### config.mk
export PLATFORM = sky130hd
export DESIGN_NAME = spi_frame_sender
export DESIGN_NICKNAME = d
export VERILOG_FILES = /design/src/rtl/spi_frame_sender.sv
export SDC_FILE = /design/constraint.sdc
export NUM_CORES = 1
export LEC_CHECK = 0
export CAP_MARGIN = 20
export CORE_ASPECT_RATIO = 1.75
export CORE_MARGIN = 2
export CORE_UTILIZATION = 40
export DETAILED_ROUTE_END_ITERATION = 8
export SLEW_MARGIN = 20
export SYNTH_ARGS = -nofsm -noshare
export SYNTH_HDL_FRONTEND = slang
export SYNTH_SLANG_ARGS = --single-unit
### constraint.sdc
create_clock -name clk -period 9.6 [get_ports clk]
set_input_delay 1.92 -clock clk [delete_from_list [all_inputs] [get_ports clk]]
set_output_delay 1.92 -clock clk [all_outputs]
set_load 0.01 [all_outputs]
### src/rtl/spi_frame_sender.sv
// SPI mode-0 frame sender: shifts one 32-bit frame {p1,p2} out MSB first,
// captures the 32-bit echo from sdo and reports it in rx_word on completion.
module spi_frame_sender #(
  parameter int unsigned CLKDIV = 4
) (
  input  logic        clk,
  input  logic        reset,
  input  logic        start,
  input  logic [15:0] p1,
  input  logic [15:0] p2,
  output logic        sck,
  output logic        sdi,
  input  logic        sdo,
  output logic        load,
  output logic        busy,
  output logic        done,
  output logic [31:0] rx_word
);

  localparam int unsigned HCNT_W   = 8;
  localparam int unsigned BCNT_W   = 6;
  localparam int unsigned FRAME_W  = 32;
  localparam logic [HCNT_W-1:0] HALF_RELOAD = HCNT_W'(CLKDIV - 1);
  localparam logic [BCNT_W-1:0] LAST_BIT    = BCNT_W'(FRAME_W);

  typedef enum logic [2:0] {
    IDLE     = 3'd0,
    LEAD     = 3'd1,
    SHIFT_HI = 3'd2,
    SHIFT_LO = 3'd3,
    TRAIL    = 3'd4
  } state_t;

  state_t                state;
  logic [HCNT_W-1:0]     hcnt;
  logic [BCNT_W-1:0]     bit_cnt;
  // Bits still to transmit; the bit currently on sdi is already out of here.
  logic [FRAME_W-2:0]    tx_shift;
  logic [FRAME_W-1:0]    rx_shift;

  // Frame sequencer: phase timing, bit shifting, echo capture and handshake.
  always_ff @(posedge clk or posedge reset) begin
    if (reset) begin
      state    <= IDLE;
      hcnt     <= '0;
      bit_cnt  <= '0;
      tx_shift <= '0;
      rx_shift <= '0;
      sck      <= 1'b0;
      sdi      <= 1'b0;
      load     <= 1'b0;
      busy     <= 1'b0;
      done     <= 1'b0;
      rx_word  <= '0;
    end else begin
      done <= 1'b0;
      case (state)
        IDLE: begin
          sck  <= 1'b0;
          sdi  <= 1'b0;
          load <= 1'b0;
          busy <= 1'b0;
          // busy still high here means this is the done cycle: start is ignored.
          if (start && !busy) begin
            state    <= LEAD;
            hcnt     <= HALF_RELOAD;
            bit_cnt  <= '0;
            tx_shift <= {p1[14:0], p2};
            rx_shift <= '0;
            sdi      <= p1[15];
            load     <= 1'b1;
            busy     <= 1'b1;
          end
        end
        LEAD, SHIFT_LO: begin
          if (hcnt == '0) begin
            state    <= SHIFT_HI;
            hcnt     <= HALF_RELOAD;
            sck      <= 1'b1;
            rx_shift <= {rx_shift[FRAME_W-2:0], sdo};
            bit_cnt  <= bit_cnt + BCNT_W'(1);
          end else begin
            hcnt <= hcnt - HCNT_W'(1);
          end
        end
        SHIFT_HI: begin
          if (hcnt == '0) begin
            hcnt <= HALF_RELOAD;
            sck  <= 1'b0;
            if (bit_cnt == LAST_BIT) begin
              state <= TRAIL;
            end else begin
              state    <= SHIFT_LO;
              sdi      <= tx_shift[FRAME_W-2];
              tx_shift <= {tx_shift[FRAME_W-3:0], 1'b0};
            end
          end else begin
            hcnt <= hcnt - HCNT_W'(1);
          end
        end
        TRAIL: begin
          if (hcnt == '0) begin
            state   <= IDLE;
            load    <= 1'b0;
            done    <= 1'b1;
            rx_word <= rx_shift;
          end else begin
            hcnt <= hcnt - HCNT_W'(1);
          end
        end
        default: begin
          state <= IDLE;
        end
      endcase
    end
  end

endmodule

# --- Word level (Yosys, flattened, before mapping) ---
# Cells that the tools add are included.
classes:
  add_sub_neg: 2
  n_eq_ne: 11
  n_reduce_logical: 19
  muxes: 31
ops:
  columns: ["cell", "count"]
  rows:
  - ["31-bit two-way mux", 3]
  - ["32-bit two-way mux", 2]
  - ["32-bit one-hot mux with 2 select lines", 1]
  - ["31-bit one-hot mux with 2 select lines", 1]
  - ["8-bit two-way mux", 3]
  - ["8-bit one-hot mux with 3 select lines", 1]
  - ["3-bit two-way mux", 5]
  - ["6-bit two-way mux", 2]
  - ["2-bit inequality test (second input constant)", 6]
  - ["3-bit one-hot mux with 4 select lines", 1]
  - ["6-bit one-hot mux with 2 select lines", 1]
  - ["3-bit AND reduction", 4]
  - ["8-bit logical NOT", 1]
  - ["1-bit two-way mux", 8]
  - ["4-bit AND reduction", 2]
  - ["8-bit by 1-bit subtractor with 8-bit output (second input constant)", 1]
  - ["6-bit by 1-bit adder with 6-bit output (second input constant)", 1]
  - ["3-bit by 2-bit equality test with 1-bit output (second input constant)", 2]
  - ["6-bit equality test (second input constant)", 1]
  - ["2-bit nonzero test", 3]
  - ["3-bit nonzero test", 2]
  - ["1-bit one-hot mux with 2 select lines", 2]
  - ["2-bit AND reduction", 2]
  - ["3-bit by 1-bit equality test with 1-bit output (second input constant)", 1]
  - ["7 further kinds", 7]
word_totals:
  reg_bits: 117
  output_inout_bits: 37
  input_bits: 36
  wordCells: 74

# --- Longest topological paths before layout ---
logic_depth:
  ltp_word: 4
  mapped_depth: 7
  depth_no_buf: 6

# --- Least setup slack after synthesis ---
# No wires, ideal clock.
synth_path:
  kind: "in2reg"
  startpoint: "in start"
  endpoint: "reg hcnt[3]"
  t_arrival_ns: 2.932
  setup_ns: 0.078
  stages: 5
  path_buffers: 1
  setup_slack_ns: 6.590
  required_ns: 9.522
  cell_sequence: "nor2b_1 > nor2_1 > clkbuf_1 > or4_1 > a21oi_1"
synth_via:
  elab_chain_cells: 3
synth_rtl:
  columns: ["element", "line_no", "rtl"]
  rows:
  - ["start, declared", "8", "input logic start,"]
  - ["1-bit logical AND", "64", "if (start && !busy) begin"]
  - ["2-bit inequality test (no source line)", null, null]
  - ["3-bit AND reduction (no source line)", null, null]
  - ["end signal, assigned", "83", "hcnt <= hcnt - HCNT_W'(1);"]
  - ["end signal, assigned", "98", "hcnt <= hcnt - HCNT_W'(1);"]
  - ["end signal, assigned", "108", "hcnt <= hcnt - HCNT_W'(1);"]
  - ["end, declared", "35", "logic [HCNT_W-1:0] hcnt;"]
# Every way passes these cells.
# A chain may end at the register's enable or synchronous reset.

# --- Worst setup path in the final report ---
layout_path:
  startpoint: "in start"
  endpoint: "reg tx_shift[12]"
layout_via:
  elab_chain_cells: 3
layout_rtl:
  columns: ["element", "line_no", "rtl"]
  rows:
  - ["1-bit logical AND", "64", null]
  - ["2-bit inequality test (no source line)", null, null]
  - ["4-bit AND reduction (no source line)", null, null]
  - ["end signal, assigned", "68", "tx_shift <= {p1[14:0], p2};"]
  - ["end signal, assigned", "95", "tx_shift <= {tx_shift[FRAME_W-3:0], 1'b0};"]
  - ["end, declared", "38", "logic [FRAME_W-2:0] tx_shift;"]
# Every way passes these cells.

==> qor.json <==
{
  "run_status": {
    "outcome": "finished, final reports clean"
  },
  "global_routing": {
    "grt_usage_pct": 16.0,
    "grt_max_degree": 78,
    "wire_length_of_the_first_global_routing_pass_mm": 18.2,
    "antenna_violations_before_repair": 0,
    "grt_pass1_vias": 3551,
    "global_route.overflow_total": 0
  },
  "placement": {
    "io_buffer_count": 72,
    "finalWeightedCongestion": 0.823,
    "detailed_place_hpwl_mm": 6.96
  },
  "die": {
    "floorplan.die_area_um2": 14200,
    "placement_rows": 55,
    "floorplan.io_pins": 73,
    "die_h_um": 156,
    "core_area_um2": 12900,
    "dieWidth_um": 90.8,
    "floorplan.initialDensity_pct": 40.8
  },
  "detailed_routing": {
    "average_vias_per_placed_instance": 5.24,
    "highest-signal-layer": "met4",
    "drt-total-wl_mm": 10.8,
    "met3RoutedLength_um": 402,
    "routed-wl-met2_mm": 5.35,
    "routed-via-count": 3354,
    "drtPass1Iterations": 4,
    "routedWlPerCell_um": 16.9,
    "drt_iter0_drc": 178,
    "wl_met1_mm": 4.75,
    "drtAntennaViolNets": 0,
    "post-route-drc-count": 0
  },
  "clocking": {
    "clk_latency_ps": 410,
    "cts_post_setup_buffers_inserted": 0,
    "cts.repair.resized": 0,
    "cts_inserted_buffers": 17,
    "clock_sinks": 117,
    "maximum_root_to_sink_buffer_count": 2,
    "master_cell_of_the_clock_root_buffer": "sky130_fd_sc_hd__clkbuf_16",
    "cts_tree": "done",
    "clk_pin_slew_ps": 60,
    "number_of_buffers_inserted_by_hold_repair_at_cts": 0,
    "htree_levels": 4
  },
  "finish": {
    "num_antenna_cells": 0,
    "area_growth_pct": 28.7,
    "final_common_cell": "sky130_fd_sc_hd__dfrtp_1",
    "layout.core_utilization_pct": 52.5,
    "drive_above_1_share_pct": 29.9,
    "layout.nets": 496,
    "commonest_non_fill_non_tap_cells_in_the_layout": "sky130_fd_sc_hd__dfrtp_1 (117), sky130_fd_sc_hd__clkdlybuf4s50_1 (72), sky130_fd_sc_hd__mux2_2 (63)"
  },
  "logic_synthesis": {
    "synth.avg_cell_area_um2": 13.8,
    "number_of_synthesized_flops_with_an_enable_pin": 0,
    "syn_inst": 382,
    "synth_warnings": 0,
    "syn_area_um2": 5280,
    "ys_seq_elements": 117,
    "synth.distinct_cells": 51,
    "dominantRegCellSynth": "sky130_fd_sc_hd__dfrtp_1",
    "async_reset_ff_share_pct": 100,
    "synth_fp_nets": 422,
    "synth-seq-area-share_pct": 55.5
  },
  "timing": {
    "rsz0062_at_grt": "no",
    "final_critical_period_ps": 3500,
    "crit_share_post_route_pct": 36.4,
    "max_freq_mhz": 286,
    "finClkSkew_ps": 7.04,
    "tightestPinTransition_ps": 948,
    "max-slew-margin-rel_pct": 36.8,
    "setup_viol": 0,
    "finalHoldViolations": 0,
    "drv_slew": 0,
    "setup_tns_ps": 0
  },
  "power_and_ir_drop": {
    "leak_pwr_uw": 0.00301,
    "cellPowerDensity_nw_per_um2": 255,
    "switchingPower_uw": 476,
    "cellInternalPower_uw": 1250,
    "worst_case_vdd_ir_drop_v": 0.000151,
    "seq_pwr_share_pct": 39.8,
    "comb_power_share_pct": 20.1,
    "power.switching_fraction_pct": 27.5,
    "p_clk_share_pct": 40.1
  },
  "worst_setup_path": {
    "endpoint_kind": "flip-flop",
    "timing.critical_path.from_type": "input pin",
    "required_time_worst_endpoint_ps": 9890,
    "critical_path_fanouts_max": 21,
    "timing.setup.critical_path_class": "input pin to flip-flop",
    "cp.arrival_ps": 3780
  },
  "hold_path": {
    "worstHoldPathType": "flip-flop to flip-flop"
  },
  "flow_run": {
    "maxCapViolCount": 0
  }
}
[per-layer routing]
| metal | vias up | track usage (%) |
|---|---|---|
| li1 | 1557 | - |
| met1 | 1692 | 20.0 |
| met2 | 81 | 26.2 |
| met3 | 24 | 4.01 |
| met4 | 0 | 7.72 |
| met5 | - | 0 |
[final timing paths]
kind	startpoint	slack [ps]	to	depth (start not counted)
worst max-delay path	start	6100	tx_shift[12]$_DFFE_PP0P_	6
worst min-delay path	tx_shift[22]$_DFFE_PP0P_	500	tx_shift[22]$_DFFE_PP0P_	1
worst max register to register	hcnt[0]$_DFFE_PP0P_	6770	tx_shift[12]$_DFFE_PP0P_	7
worst min register to register	tx_shift[22]$_DFFE_PP0P_	500	tx_shift[22]$_DFFE_PP0P_	1
max in group asynchronous	reset	6340	rx_word[4]$_DFFE_PP0P_	3
min in group asynchronous	reset	1910	tx_shift[4]$_DFFE_PP0P_	2
[worst max-delay path, cell delays in order]
cell	delay, ps
sky130_fd_sc_hd__clkdlybuf4s50_1	480
sky130_fd_sc_hd__nor2b_1	240
sky130_fd_sc_hd__nand2b_1	180
sky130_fd_sc_hd__o31ai_4	190
sky130_fd_sc_hd__buf_4	390
sky130_fd_sc_hd__mux2_2	370
[power by group through the flow]
stage	combinational [uW]	clock, uW	sequential (uW)
5_1_grt	388	730	704
3_3_place_gp	341	0	690
3_5_place_dp	352	0	696
2_1_floorplan	275	0	662
4_1_cts	354	705	688
6_report	348	693	688
[area by class of cell]
cell class | instances | area (um2)
multi-input cells | 232 | 2200
fillers | 1170 | 6150
clock buffers | 20 | 447
flip-flops and latches | 117 | 2930
clock inverters | 12 | 203
repair buffers | 77 | 758
inverters | 11 | 43.8
well taps | 171 | 214
[sequential cells by signal (all words and copies together), names as in the netlist]
register,cells
rx_shift,32
rx_word,32
tx_shift,31
hcnt,8
bit_cnt,6
state,3
busy,1
done,1
load,1
sck,1
sdi,1
[kinds of logic (layout without fill, tap and decap cells)]
| logic type | after synthesis | in the layout | synth area share [%] |
|---|---|---|---|
| mux | 93 | 93 | 21.9 |
| compound gates | 71 | 71 | 10.3 |
| xor+xnor | 2 | 2 | 0.332 |
| flops | 117 | 117 | 55.5 |
| simple gates | 62 | 62 | 7.83 |
| buf+inv | 33 | 120 | 3.20 |
| fa+ha+maj | 4 | 4 | 0.949 |
[stage by stage]
stage                     area (um2)  cells  hold WS, ps  setup slack [ps]  total power, uW
final                           6790    640          499              6100             1730
after global routing            6790    640          512              5970             1820
after CTS                       6790    640          504              6090             1750
after detailed placement        6140    608          491              5670             1050
after global placement          6140    608          483              5750             1030
after floorplan                 5280    382          466              4580              938
[cell usage after synthesis, drive strengths merged (2+ instances only)]
cell type  number  share of area (%)
a22o           33                5.5
nor2b           2               0.24
nor3            2               0.50
inv            11               0.78
o311ai          2               0.33
nor3b           3               0.52
or2             2               0.24
ha              4               0.95
clkbuf          6               0.43
mux2           92                 22
nand2b          4               0.47
nand2          11               0.78
buf            16                2.0
or3             6               0.71
o31ai           5               0.81
o211ai          3               0.43
or4b            3               0.64
o21ai          10               0.95
nor2           11               0.93
a311oi          2               0.33
nand3           7               0.90
dfrtp         117                 56
or4             6               0.85
a21oi           9               0.85
Power figures use the tool's default switching activity.
